--- config.mk ---
export PLATFORM = sky130hd
export DESIGN_NAME = prog_loader
export DESIGN_NICKNAME = d
export VERILOG_FILES = /design/src/rtl/prog_loader.sv
export SDC_FILE = /design/constraint.sdc
export NUM_CORES = 1
export LEC_CHECK = 0
export ABC_AREA = 1
export ABC_CLOCK_PERIOD_IN_PS = 1800
export CAP_MARGIN = 20
export CELL_PAD_IN_SITES_DETAIL_PLACEMENT = 1
export CELL_PAD_IN_SITES_GLOBAL_PLACEMENT = 1
export CORE_MARGIN = 4
export CORE_UTILIZATION = 40
export CTS_CLUSTER_DIAMETER = 50
export CTS_CLUSTER_SIZE = 8
export DETAILED_ROUTE_END_ITERATION = 12
export HOLD_SLACK_MARGIN = 0.06
export PLACE_DENSITY_LB_ADDON = 0.1
export REMOVE_ABC_BUFFERS = 1
export SLEW_MARGIN = 20
export SYNTH_ARGS = -nofsm -noshare
export SYNTH_HDL_FRONTEND = slang
export SYNTH_SLANG_ARGS = --single-unit
--- constraint.sdc ---
create_clock -name clk -period 1.8 [get_ports clk]
set_clock_uncertainty 0.15 [all_clocks]
set_input_delay 0.18 -clock clk [delete_from_list [all_inputs] [get_ports clk]]
set_output_delay 0.18 -clock clk [all_outputs]
set_load 0.005 [all_outputs]
--- src/rtl/prog_loader.sv ---
// Assembles a byte stream big-endian into instruction lines and writes them to the line store from address 0.
// Write strobe follows the last byte of a line by one cycle; in_ready drops during writes and outside a load.
module prog_loader #(
  parameter int                    IP_WIDTH   = 8,
  parameter int                    LINE_WIDTH = 32,
  parameter int                    NUM_LINES  = 255,
  parameter logic [LINE_WIDTH-1:0] TERM       = '1
) (
  input  logic                  clk,
  input  logic                  n_rst,
  input  logic                  start,
  input  logic                  in_valid,
  input  logic [7:0]            in_data,
  output logic                  in_ready,
  output logic                  wr_en,
  output logic [IP_WIDTH-1:0]   wr_addr,
  output logic [LINE_WIDTH-1:0] wr_data,
  output logic                  cpu_hold,
  output logic                  done,
  output logic                  overflow
);

  localparam int                   BYTES     = LINE_WIDTH / 8;
  localparam int                   CNT_W     = $clog2(BYTES + 1);
  localparam logic [CNT_W-1:0]     LAST_BYTE = CNT_W'(BYTES - 1);
  localparam logic [IP_WIDTH-1:0]  LAST_USER = IP_WIDTH'(NUM_LINES - 1);
  localparam logic [IP_WIDTH-1:0]  TERM_ADDR = IP_WIDTH'(NUM_LINES);

  typedef enum logic [2:0] {IDLE, RECV, WRITE, FORCE_TERM, DONE} state_t;

  state_t                state_q, state_d;
  logic [CNT_W-1:0]      cnt_q, cnt_d;
  logic [IP_WIDTH-1:0]   addr_q, addr_d;
  logic [LINE_WIDTH-1:0] shift_q, shift_d, shift_in;
  logic                  in_ready_q, in_ready_d;
  logic                  wr_en_q, wr_en_d;
  logic [IP_WIDTH-1:0]   wr_addr_q, wr_addr_d;
  logic [LINE_WIDTH-1:0] wr_data_q, wr_data_d;
  logic                  cpu_hold_q, cpu_hold_d;
  logic                  done_q, done_d;
  logic                  overflow_q, overflow_d;

  // Truncating the concatenation keeps the newest LINE_WIDTH bits, byte 0 ending at the MSB.
  assign shift_in = LINE_WIDTH'({shift_q, in_data});

  always_comb begin
    state_d    = state_q;
    cnt_d      = cnt_q;
    addr_d     = addr_q;
    shift_d    = shift_q;
    in_ready_d = in_ready_q;
    wr_en_d    = 1'b0;
    wr_addr_d  = wr_addr_q;
    wr_data_d  = wr_data_q;
    cpu_hold_d = cpu_hold_q;
    done_d     = done_q;
    overflow_d = overflow_q;
    case (state_q)
      IDLE, DONE: begin
        if (start) begin
          state_d    = RECV;
          cnt_d      = '0;
          addr_d     = '0;
          shift_d    = '0;
          done_d     = 1'b0;
          overflow_d = 1'b0;
          cpu_hold_d = 1'b1;
          in_ready_d = 1'b1;
        end
      end
      RECV: begin
        if (in_valid && in_ready_q) begin
          shift_d = shift_in;
          if (cnt_q == LAST_BYTE) begin
            state_d    = WRITE;
            in_ready_d = 1'b0;
            wr_en_d    = 1'b1;
            wr_addr_d  = addr_q;
            wr_data_d  = shift_in;
          end else begin
            cnt_d = cnt_q + CNT_W'(1);
          end
        end
      end
      WRITE: begin
        addr_d = addr_q + IP_WIDTH'(1);
        cnt_d  = '0;
        if (wr_data_q == TERM) begin
          state_d    = DONE;
          done_d     = 1'b1;
          cpu_hold_d = 1'b0;
        end else if (addr_q == LAST_USER) begin
          // Store is full: close it with a terminator in the reserved last slot.
          state_d   = FORCE_TERM;
          wr_en_d   = 1'b1;
          wr_addr_d = TERM_ADDR;
          wr_data_d = TERM;
        end else begin
          state_d    = RECV;
          in_ready_d = 1'b1;
        end
      end
      FORCE_TERM: begin
        state_d    = DONE;
        done_d     = 1'b1;
        overflow_d = 1'b1;
        cpu_hold_d = 1'b0;
      end
      default: state_d = IDLE;
    endcase
  end

  always_ff @(posedge clk or negedge n_rst) begin
    if (!n_rst) begin
      state_q    <= IDLE;
      cnt_q      <= '0;
      addr_q     <= '0;
      shift_q    <= '0;
      in_ready_q <= 1'b0;
      wr_en_q    <= 1'b0;
      wr_addr_q  <= '0;
      wr_data_q  <= '0;
      cpu_hold_q <= 1'b0;
      done_q     <= 1'b0;
      overflow_q <= 1'b0;
    end else begin
      state_q    <= state_d;
      cnt_q      <= cnt_d;
      addr_q     <= addr_d;
      shift_q    <= shift_d;
      in_ready_q <= in_ready_d;
      wr_en_q    <= wr_en_d;
      wr_addr_q  <= wr_addr_d;
      wr_data_q  <= wr_data_d;
      cpu_hold_q <= cpu_hold_d;
      done_q     <= done_d;
      overflow_q <= overflow_d;
    end
  end

  assign in_ready = in_ready_q;
  assign wr_en    = wr_en_q;
  assign wr_addr  = wr_addr_q;
  assign wr_data  = wr_data_q;
  assign cpu_hold = cpu_hold_q;
  assign done     = done_q;
  assign overflow = overflow_q;

endmodule

==> summary.txt, run 1 <==
Floorplan
  • Initial core utilization: 0.4091
  • Ports: 57
  • Core area: 9729 um^2
  • Die width: 107.8 um
  • Die height: 107.8 um
  • Die Area: 11610 um^2
  • Rows: 36

GRT
  • All-Layer GR Usage: 0.2045
  • Overflow after GRT: 0
  • Largest net degree at the start of global routing: 45
  • First-pass GRT wire length: 18820 um
  • Initial antenna violation count: 0
  • Number of global-route vias before repair: 3686

Routing
  • DRC: 0
  • Drt first pass iters: 4
  • Wire per inst: 17.44 um
  • WL final: 12050 um
  • Max layer used: met4
  • Met2 WL: 6038 um
  • DR vias: 3485
  • Wl on met1: 5609 um
  • Met3 Wirelength: 330 um
  • Vias/cell: 5.043
  • ANT nets after route: 0
  • DRT iter0 DRCs: 121

Logic synthesis
  • Multiplexer area fraction after synthesis: 0
  • Post-Syn Area: 3980 um^2
  • Number of synthesized register bits: 83
  • Warnings from Yosys: 0
  • Synth unique cells: 27
  • Largest family of logic cells by synthesized area: simple AND/OR/NAND/NOR gates
  • Synth Area in Simple Gates: 0.2958
  • Sequential area share after synthesis: 0.5218
  • Adder-Cell Fraction of Synth Area: 0.01257
  • Mean Syn Cell Area: 8.257 um^2
  • Ranking of synthesized cells by area: dfrtp_1, nand2_1, nand3_1, inv_1, o22ai_1
  • Complex-gate fraction of the synthesized area: 0.06570
  • Post-Syn Instances: 482
  • Post-synth top area share: 0.5218
  • Synth area leader: dfrtp_1
  • Post-synthesis xor/xnor area fraction: 0.002201

Finish
  • N_diodes: 0
  • Non-Filler Instances: 691
  • Area occupied by multi-input gates: 1567 um^2
  • Fraction of layout cells with a size suffix above 1: 0.1362
  • Most frequent cells in the layout: nand2_1, nand3_1, dfrtp_1, inv_1, clkdlybuf4s50_1
  • Flip-flop and latch area: 2079 um^2
  • Final net count: 570
  • Fill count: 1179
  • Area growth syn-to-layout: 29.64%
  • Most common cell after layout, fill and taps aside: nand2_1

Clocking
  • Num CTS Buffers: 9
  • CTS tree: built
  • Clock latency on the worst-skew pair: 0.36 ns
  • Clock sinks: 83
  • Clock-pin slew on the worst setup and hold paths: 0.09 ns
  • CTS max path bufs: 2
  • H-Tree Depth: 3
  • Root Driver: clkbuf_8

Power and ir drop
  • VDD IR-drop max: 0.6448 mV
  • Leakage: 2.664 nW
  • Clk network pwr share: 0.167
  • Sw frac: 0.3868
  • Sw power: 2.827 mW
  • Comb power frac: 0.436
  • Pwr dens: 1417 nW/um^2
  • Pint: 4.483 mW
  • Sequential share of power: 0.397

Status
  • Outcome: finished clean

STA
  • Final slew viol count: 0
  • Worst hold slack: 0.2173 ns
  • F_max: 579.4 MHz
  • Fin. Hold Viols: 0
  • Worst rel slew slack: 0.6005
  • Worst Tran Pin Value: 0.5992 ns
  • Final period util: 0.9589
  • Crit path time final: 1.726 ns
  • Setup violators final: 0

Critical path
  • Internal reg-to-reg setup slack: 0.07 ns
  • CP Data Arrival Time: 1.86 ns
  • Max FO, Critical Path: 7
  • Req. time, crit path: 1.94 ns
  • Critical Path Start Type: flop
  • Crit end category: flop
  • Critical path class: reg -> reg

Min path
  • Min-Delay Path Class: in -> async

Job
  • MaxCap Viol Count: 0

Place
  • I/O Buffers: 56
  • Dpl hpwl: 7803 um
  • Gpl congestion: 0.8045
  • Placed insts: 667
## layer usage
layer / up-vias / global-route usage
met5: - / 0
met4: 0 / 0.05861
met3: 8 / 0.03239
met2: 49 / 0.3384
met1: 1735 / 0.2776
li1: 1693 / -
## sequential cells by signal, indices dropped and copies added, names as in the netlist
name      count
addr_q        8
cpu_hold      1
wr_en         1
shift_q      24
cnt_q         3
overflow      1
in_ready      1
state_q       3
done          1
wr_data      32
wr_addr       8
## cells in the mapped netlist, drive strengths merged
| cell type | count |
|---|---|
| a21boi | 1 |
| a21o | 1 |
| a21oi | 2 |
| a32o | 1 |
| buf | 21 |
| clkbuf | 4 |
| clkinv | 2 |
| dfrtp | 83 |
| ha | 4 |
| inv | 60 |
| nand2 | 144 |
| nand3 | 92 |
| nand4 | 2 |
| nor2 | 26 |
| nor3 | 1 |
| o21ai | 8 |
| o22ai | 26 |
| o31ai | 1 |
| o32ai | 1 |
| or2 | 1 |
| xor2 | 1 |
## layout make-up
class	count	share of cell area
Clock inverter	5	0.005820
Timing Repair Buffer	86	0.1819
Clock buffer	10	0.02667
Inverter	62	0.04680
Multi-Input combinational cell	312	0.3036
Tap cell	133	0.03225
Sequential cell	83	0.4030
## logic make-up after synthesis
logic type / after synthesis
adders and majority gates: 4
and+or+nand+nor: 266
DFF: 83
buffers and inverters: 87
AOI/OAI and AO/OA: 41
xor gates and xnor gates: 1
## power groups by stage
stage | registers (mW) | logic [mW] | clock network (mW)
2_1_floorplan | 2.88 | 1.65 | 0
3_3_place_gp | 2.90 | 2.92 | 0
3_5_place_dp | 2.93 | 3.03 | 0
4_1_cts | 2.90 | 3.06 | 1.24
5_1_grt | 2.99 | 3.58 | 1.33
6_report | 2.91 | 3.19 | 1.22
## critical path: stages, from the launching register on
cell       delay, ns
dfrtp_1         0.37
ha_2            0.20
ha_4            0.14
inv_2           0.04
nor2_2          0.10
nand2_2         0.07
nand2_2         0.08
nand2_4         0.07
inv_8           0.12
clkbuf_16       0.17
nand3_1         0.07
nand2_1         0.08
## what timing repair did
action,4_1_cts,5_1_grt
pin swaps,0,5
endpoints found under the setup margin,24,44
hold buffers,1,0
endpoints found under the hold margin,42,0
resized for setup,5,27
setup buffers,0,2
gates cloned,1,5
## worst paths after layout
| kind | from | endpoint | depth (start not counted) |
|---|---|---|---|
| max | cnt_q[0] | wr_data[28] | 11 |
| min | n_rst | wr_data[1] | 2 |
| max reg2reg | cnt_q[0] | wr_data[28] | 11 |
| max in group asynchronous | n_rst | in_ready | 3 |
| min reg2reg | done | done | 2 |
| min in group clk | in_data[1] | shift_q[1] | 3 |
## metrics by stage
step / instance area [um^2] / setup TNS [ns] / power [mW] / util / setup WS, ns
2_1_floorplan: 3810 / -18.15 / 4.529 / - / -0.4433
3_3_place_gp: 4730 / 0 / 5.829 / 0.4861 / 0.04191
3_5_place_dp: 4730 / 0 / 5.959 / 0.4861 / 0.001781
4_1_cts: 4945 / 0 / 7.201 / 0.5082 / 0.008184
5_1_grt: 5160 / -0.3228 / 7.890 / 0.5304 / -0.02736
6_report: 5160 / 0 / 7.310 / 0.5304 / 0.07405
No activity file was read; power rests on OpenSTA's default activity.
==> run 2: changes to the inputs <==
--- a/config.mk
+++ b/config.mk
@@ -5,16 +5,16 @@
 export SDC_FILE = /design/constraint.sdc
 export NUM_CORES = 1
 export LEC_CHECK = 0
-export ABC_AREA = 1
 export ABC_CLOCK_PERIOD_IN_PS = 1800
 export CAP_MARGIN = 20
 export CELL_PAD_IN_SITES_DETAIL_PLACEMENT = 1
 export CELL_PAD_IN_SITES_GLOBAL_PLACEMENT = 1
 export CORE_MARGIN = 4
-export CORE_UTILIZATION = 40
+export CORE_UTILIZATION = 42
 export CTS_CLUSTER_DIAMETER = 50
 export CTS_CLUSTER_SIZE = 8
 export DETAILED_ROUTE_END_ITERATION = 12
+export GPL_ROUTABILITY_DRIVEN = 1
 export HOLD_SLACK_MARGIN = 0.06
 export PLACE_DENSITY_LB_ADDON = 0.1
 export REMOVE_ABC_BUFFERS = 1
==> summary.txt, run 2 <==
Logic synthesis
  • Warnings from Yosys: 0 (unchanged)
  • Post-Syn Instances: 378 (-22%)
  • Number of synthesized register bits: 83 (unchanged)
  • Post-synth top area share: 0.5384 (+0.01659)
  • Post-Syn Area: 3857 um^2 (-3.1%)
  • Top-count cell post-synth: nand2_1
  • FFs w/ async S/R, synth: 1.000 (unchanged)
  • EDFF count, synth: 0 (unchanged)
  • Primary FF master, synth: dfrtp_1
  • Synth area leader: dfrtp_1
  • Synth unique cells: 35 (+30%)
  • Mean Syn Cell Area: 10.20 um^2 (+24%)
  • Sequential area share after synthesis: 0.5384 (+0.01659)
  • Synth cell count leaders: nand2_1, dfrtp_1, mux2i_1
  • Ranking of synthesized cells by area: dfrtp_1, mux2i_1, nand2_1, nand2b_1, o21ai_0

Critical path
  • Crit end category: flop
  • Worst Path Buf+Inv: 3 (unchanged)
  • Max FO, Critical Path: 6 (-1)
  • Req. time, crit path: 1.90 ns (-0.04 ns)
  • CP Data Arrival Time: 2.01 ns (+0.15 ns)
  • Crit path cell chain: nand4_1, nor4_2, buf_4, a2111o_1, buf_6, clkbuf_16, nand2_2
  • CP top delay family: simple AND/OR/NAND/NOR gates
  • Slowest-stage cell, CP: dfrtp_1
  • Largest stage delay on the critical path: 0.39 ns (+0.02 ns)
  • Critical Path Start Type: flop
  • Critical path class: reg -> reg

Clocking
  • Clock sinks: 83 (unchanged)
  • H-Tree Depth: 3 (unchanged)
  • Clock-pin slew on the worst setup and hold paths: 0.09 ns (about the same)
  • Num CTS Buffers: 9 (unchanged)
  • Clock latency on the worst-skew pair: 0.35 ns (about the same)
  • Root Driver: clkbuf_8
  • CTS tree: built
  • CTS max path bufs: 2 (unchanged)

Floorplan
  • Die height: 103.8 um (-3.6%)
  • Die Area: 10780 um^2 (-7.1%)
  • Die width: 103.8 um (-3.6%)
  • Ports: 57 (unchanged)
  • Rows: 34 (-5.6%)
  • Initial core utilization: 0.4359 (+0.02687)
  • Core area: 8848 um^2 (-9.1%)

Place
  • DP Area: 4747 um^2 (+0.37%)
  • Dpl hpwl: 6654 um (-15%)
  • I/O Buffers: 56 (unchanged)
  • Placed insts: 551 (-17%)
  • Gpl congestion: 0.7865 (-2.2%)
  • Pre-CTS setup slack: -0.2598 ns (-0.2615 ns)

Finish
  • N_diodes: 0 (unchanged)
  • Most common cell after layout, fill and taps aside: nand2_1
  • Final net count: 499 (-12%)
  • Flip-flop count of the largest register after layout: 32 (unchanged)
  • Design area: 5384 um^2 (+4.3%)
  • Most frequent cells in the layout: nand2_1, dfrtp_1, clkdlybuf4s50_1, buf_4, mux2i_1
  • Area growth syn-to-layout: 39.57%
  • Fill count: 977 (-17%)
  • Fraction of layout cells with a size suffix above 1: 0.2218 (+0.08557)
  • Non-Filler Instances: 595 (-14%)
  • Post-layout util: 0.6085 (+0.07811)

STA
  • Setup violators final: 44 (+44)
  • RSZ-0062 raised after global routing: yes
  • Final period util: 1.066 (+0.1068)
  • F_max: 521.3 MHz (-10%)
  • Worst rel slew slack: 0.6723 (+0.07181)
  • Final slew viol count: 0 (unchanged)
  • Crit path time final: 1.918 ns (+0.1922 ns)
  • Worst hold slack: 0.1772 ns (-0.04005 ns)
  • Fin. Hold Viols: 0 (unchanged)
  • Worst Tran Pin Value: 0.4915 ns (-0.1077 ns)
  • Worst setup margin: -0.1181 ns (-0.1922 ns)

GRT
  • Largest net degree at the start of global routing: 36 (-20%)
  • All-Layer GR Usage: 0.2031 (-0.001380)
  • Number of global-route vias before repair: 3479 (-5.6%)
  • Overflow after GRT: 0 (unchanged)
  • Initial antenna violation count: 0 (unchanged)
  • First-pass GRT wire length: 17810 um (-5.4%)

Routing
  • ANT nets after route: 0 (unchanged)
  • WL final: 11000 um (-8.7%)
  • DRT iter0 DRCs: 90 (-26%)
  • Vias/cell: 5.343 (+5.9%)
  • DR vias: 3179 (-8.8%)
  • Wire per inst: 18.49 um (+6.1%)
  • Drt first pass iters: 4 (unchanged)
  • DRC: 0 (unchanged)

Power and ir drop
  • VDD IR-drop max: 0.6729 mV (+4.4%)
  • Leakage: 2.494 nW (-6.4%)
  • Pwr dens: 1527 nW/um^2 (+7.8%)

Min path
  • Min-Delay Path Class: in -> async

Job
  • MaxCap Viol Count: 0 (unchanged)

Status
  • Failing checks: setup timing
  • Outcome: finished with violations
[run 2: final cells by class]
cell class / instances / area, um^2 / area share
Clock inverter: 4 / 50.05 / 0.009296
Multi-Input combinational cell: 267 / 1747 / 0.3244
Inverter: 5 / 18.77 / 0.003486
Timing Repair Buffer: 117 / 1202 / 0.2233
Clock buffer: 11 / 151.4 / 0.02812
Sequential cell: 83 / 2079 / 0.3862
Tap cell: 108 / 135.1 / 0.02510
[run 2: worst paths after layout]
check,start,slack (ns),to,cells after the start
hold reg to reg,overflow,0.35,overflow,2
max in group asynchronous,n_rst,0.70,overflow,3
setup / recovery,wr_data[4],-0.12,wr_addr[2],7
min in group clk,in_data[4],0.27,shift_q[4],3
hold / removal,n_rst,0.18,shift_q[20],2
setup reg to reg,wr_data[4],-0.12,wr_addr[2],7
[run 2: per-stage QoR]
step	power [mW]	setup TNS, ns
after floorplan	4.505	-95.39
after global placement	6.112	-7.012
after detailed placement	6.277	-9.574
after CTS	7.979	-0.5658
after global routing	8.820	-7.050
final	8.223	-3.307
[run 2: where the power goes]
group / switching [mW] / leakage, nW / internal, mW / total (mW)
Combinational: 1.47 / 1.36 / 2.09 / 3.56
Clock: 0.695 / 0.0974 / 0.708 / 1.40
Sequential: 0.622 / 1.03 / 2.64 / 3.26
Total: 2.79 / 2.49 / 5.44 / 8.22
[run 2: cells by family (layout without fill, tap and decap cells)]
group	count (synthesis)	in the layout	share of synthesized area
AO/OA/AOI/OAI	43	43	0.06844
adder cells (fa/ha/maj)	4	4	0.01297
buffers and inverters	28	137	0.04119
flip-flops	83	83	0.5384
multiplexers	45	45	0.1171
AND/OR/NAND/NOR	175	175	0.2219
[run 2: repair_timing]
| item | in CTS | in global routing |
|---|---|---|
| setup endpoints to repair | 46 | 50 |
| pin swaps | 2 | 7 |
| cloned | 3 | 2 |
| gates resized for setup | 12 | 25 |
| buffers inserted | 14 | 10 |
| hold buffers | 1 | 0 |
| endpoints found under the hold margin | 67 | 0 |
[run 2: routing by layer]
metal,up-vias,track usage,wire length [um]
li1,1491,-,-
met4,0,0.07217,199
met3,14,0.02612,319
met5,-,0,0
met1,1606,0.2756,4991
met2,68,0.3352,5493
==> run 3: changes to the inputs <==
--- a/config.mk
+++ b/config.mk
@@ -9,7 +9,7 @@
 export CAP_MARGIN = 20
 export CELL_PAD_IN_SITES_DETAIL_PLACEMENT = 1
 export CELL_PAD_IN_SITES_GLOBAL_PLACEMENT = 1
-export CORE_MARGIN = 4
+export CORE_MARGIN = 5
 export CORE_UTILIZATION = 42
 export CTS_CLUSTER_DIAMETER = 50
 export CTS_CLUSTER_SIZE = 8
==> summary.txt, run 3 (synthesis results as in run 2) <==
Status
  • Outcome: finished with violations
  • Failing checks: setup timing

GRT
  • Grt met3 use: 0.03368 (+0.007561)
  • Met1 Use GR: 0.2753 (-0.0003473)
  • All-Layer GR Usage: 0.1940 (-0.009038)
  • Met2 usage: 0.3065 (-0.02872)
  • Number of global-route vias before repair: 3241 (-6.8%)
  • First-pass GRT wire length: 17190 um (-3.5%)
  • Overflow after GRT: 0 (unchanged)
  • Largest net degree at the start of global routing: 40 (+11%)
  • Initial antenna violation count: 0 (unchanged)
  • Busiest layer in global routing: met2

Place
  • Gpl congestion: 0.7818 (-0.60%)
  • Dpl hpwl: 6463 um (-2.9%)
  • I/O Buffers: 56 (unchanged)
  • Placed insts: 549 (-0.36%)

Floorplan
  • Core area: 9109 um^2 (+2.9%)
  • Die height: 105.8 um (+1.9%)
  • Die width: 105.8 um (+1.9%)
  • Rows: 35 (+2.9%)
  • Initial core utilization: 0.4235 (-0.01246)
  • Die Area: 11200 um^2 (+3.9%)
  • Ports: 57 (unchanged)

STA
  • Worst setup margin: -0.1099 ns (+0.008269 ns)
  • Final period util: 1.061 (-0.004594)
  • RSZ-0062 raised after global routing: yes
  • Fin. Hold Viols: 0 (unchanged)
  • Setup violators final: 43 (-2.3%)
  • Worst rel slew slack: 0.7434 (+0.07109)
  • Worst Tran Pin Value: 0.3839 ns (-0.1076 ns)
  • Crit path time final: 1.910 ns (-0.008269 ns)
  • F_max: 523.6 MHz (+0.43%)
  • Final slew viol count: 0 (unchanged)

Clocking
  • Clock latency on the worst-skew pair: 0.37 ns (+0.02 ns)
  • CTS tree: built
  • CTS max path bufs: 2 (unchanged)
  • Num CTS Buffers: 9 (unchanged)
  • Clock sinks: 83 (unchanged)
  • H-Tree Depth: 3 (unchanged)
  • Root Driver: clkbuf_8
  • Clock-pin slew on the worst setup and hold paths: 0.10 ns (about the same)

Finish
  • Non-Filler Instances: 590 (-0.84%)
  • Flip-flop count of the largest register after layout: 32 (unchanged)
  • Most frequent cells in the layout: nand2_1, dfrtp_1, clkdlybuf4s50_1, nand2b_1, mux2i_1
  • Fraction of layout cells with a size suffix above 1: 0.2109 (-0.01091)
  • Final net count: 490 (-1.8%)
  • Fill count: 1007 (+3.1%)
  • Most common cell after layout, fill and taps aside: nand2_1
  • Area growth syn-to-layout: 38.92%
  • N_diodes: 0 (unchanged)

Critical path
  • R2R Path End: wr_data[22]
  • Internal reg-to-reg setup slack: -0.11 ns (about the same)
  • Crit end category: flop
  • Critical Path Start Type: flop
  • Reg2reg path depth: 7 (unchanged)
  • CP Data Arrival Time: 2.02 ns (about the same)
  • Max FO, Critical Path: 8 (+2)
  • Req. time, crit path: 1.91 ns (about the same)
  • Critical path class: reg -> reg
  • R2R Path Start: wr_data[10]

Routing
  • ANT nets after route: 0 (unchanged)
  • DRT iter0 DRCs: 152 (+69%)
  • WL final: 11390 um (+3.5%)
  • Vias/cell: 5.336 (-0.14%)
  • Drt first pass iters: 4 (unchanged)
  • Wire per inst: 19.30 um (+4.4%)
  • DRC: 0 (unchanged)
  • DR vias: 3148 (-0.98%)

Power and ir drop
  • Pwr dens: 1512 nW/um^2 (-1.0%)
  • Power Total: 8.102 mW (-1.5%)
  • VDD IR-drop max: 0.6342 mV (-5.7%)
  • Leakage: 2.474 nW (-0.81%)

Min path
  • Min-Delay Path Class: in -> async

Job
  • MaxCap Viol Count: 0 (unchanged)
## run 3: cell count changes in the layout (fill, tap and decap cells not counted), moves of 3 or more
cell       change
clkbuf_16      +3
buf_4         -16
inv_6          +3
mux2i_1        -3
buf_6          +4
mux2i_2        +4
## run 3: stage by stage
step / utilization / setup TNS, ns / worst slack [ns] / hold WS (ns) / instance area, um^2
6_report: 0.5883 / -3.190 / -0.1099 / 0.1094 / 5359
5_1_grt: 0.5883 / -5.997 / -0.1756 / 0.1408 / 5359
4_1_cts: 0.5577 / -0.09739 / -0.03687 / 0.1256 / 5080
3_5_place_dp: 0.5161 / -8.563 / -0.2194 / -0.02801 / 4701
3_3_place_gp: 0.5161 / -8.018 / -0.2067 / -0.02996 / 4701
2_1_floorplan: - / -95.39 / -1.867 / -0.2656 / 3717
## run 3: metal layers
metal	vias to the layer above	wire, um
met3	17	463
met2	78	5297
met4	0	209
met5	-	0
met1	1576	5416
li1	1477	-
## run 3: report_power, final
| part | switching [mW] | total [mW] | internal [mW] |
|---|---|---|---|
| sequential | 0.621 | 3.26 | 2.64 |
| clock | 0.758 | 1.27 | 0.511 |
| combinational | 1.49 | 3.57 | 2.08 |
## run 3: critical path, stage by stage (launching register included)
cell	delay (ns)
dfrtp_1	0.43
nand4_1	0.13
nor4_2	0.36
buf_4	0.18
a2111o_1	0.18
buf_6	0.15
clkbuf_16	0.17
nand2_1	0.06
## run 3: final cells by class
type | count | area, um^2 | area share
Clock buffer | 9 | 123.9 | 0.02311
Clock inverter | 7 | 51.30 | 0.009573
Inverter | 5 | 18.77 | 0.003502
Multi-Input combinational cell | 267 | 1748 | 0.3262
Sequential cell | 83 | 2078 | 0.3878
Tap cell | 111 | 138.9 | 0.02592
Timing Repair Buffer | 108 | 1200 | 0.2239
## run 3: repair_timing
item	in CTS	in global routing
setup buffers	11	6
hold buffers	1	0
cloned	3	5
endpoints found under the hold margin	83	0
resized for setup	10	31
endpoints found under the setup margin	47	71
pin swaps	0	6
## run 3: worst max path at each step
stage	to	slack, ns	start	depth (start not counted)
3_3_place_gp	wr_addr[0]	-0.21	in_valid	6
4_1_cts	in_ready	-0.04	state_q[1]	6
5_1_grt	wr_data[22]	-0.18	wr_data[13]	7
6_report	wr_data[22]	-0.11	wr_data[10]	7
2_1_floorplan	wr_addr[0]	-1.87	state_q[0]	4
3_5_place_dp	wr_data[11]	-0.22	in_valid	6
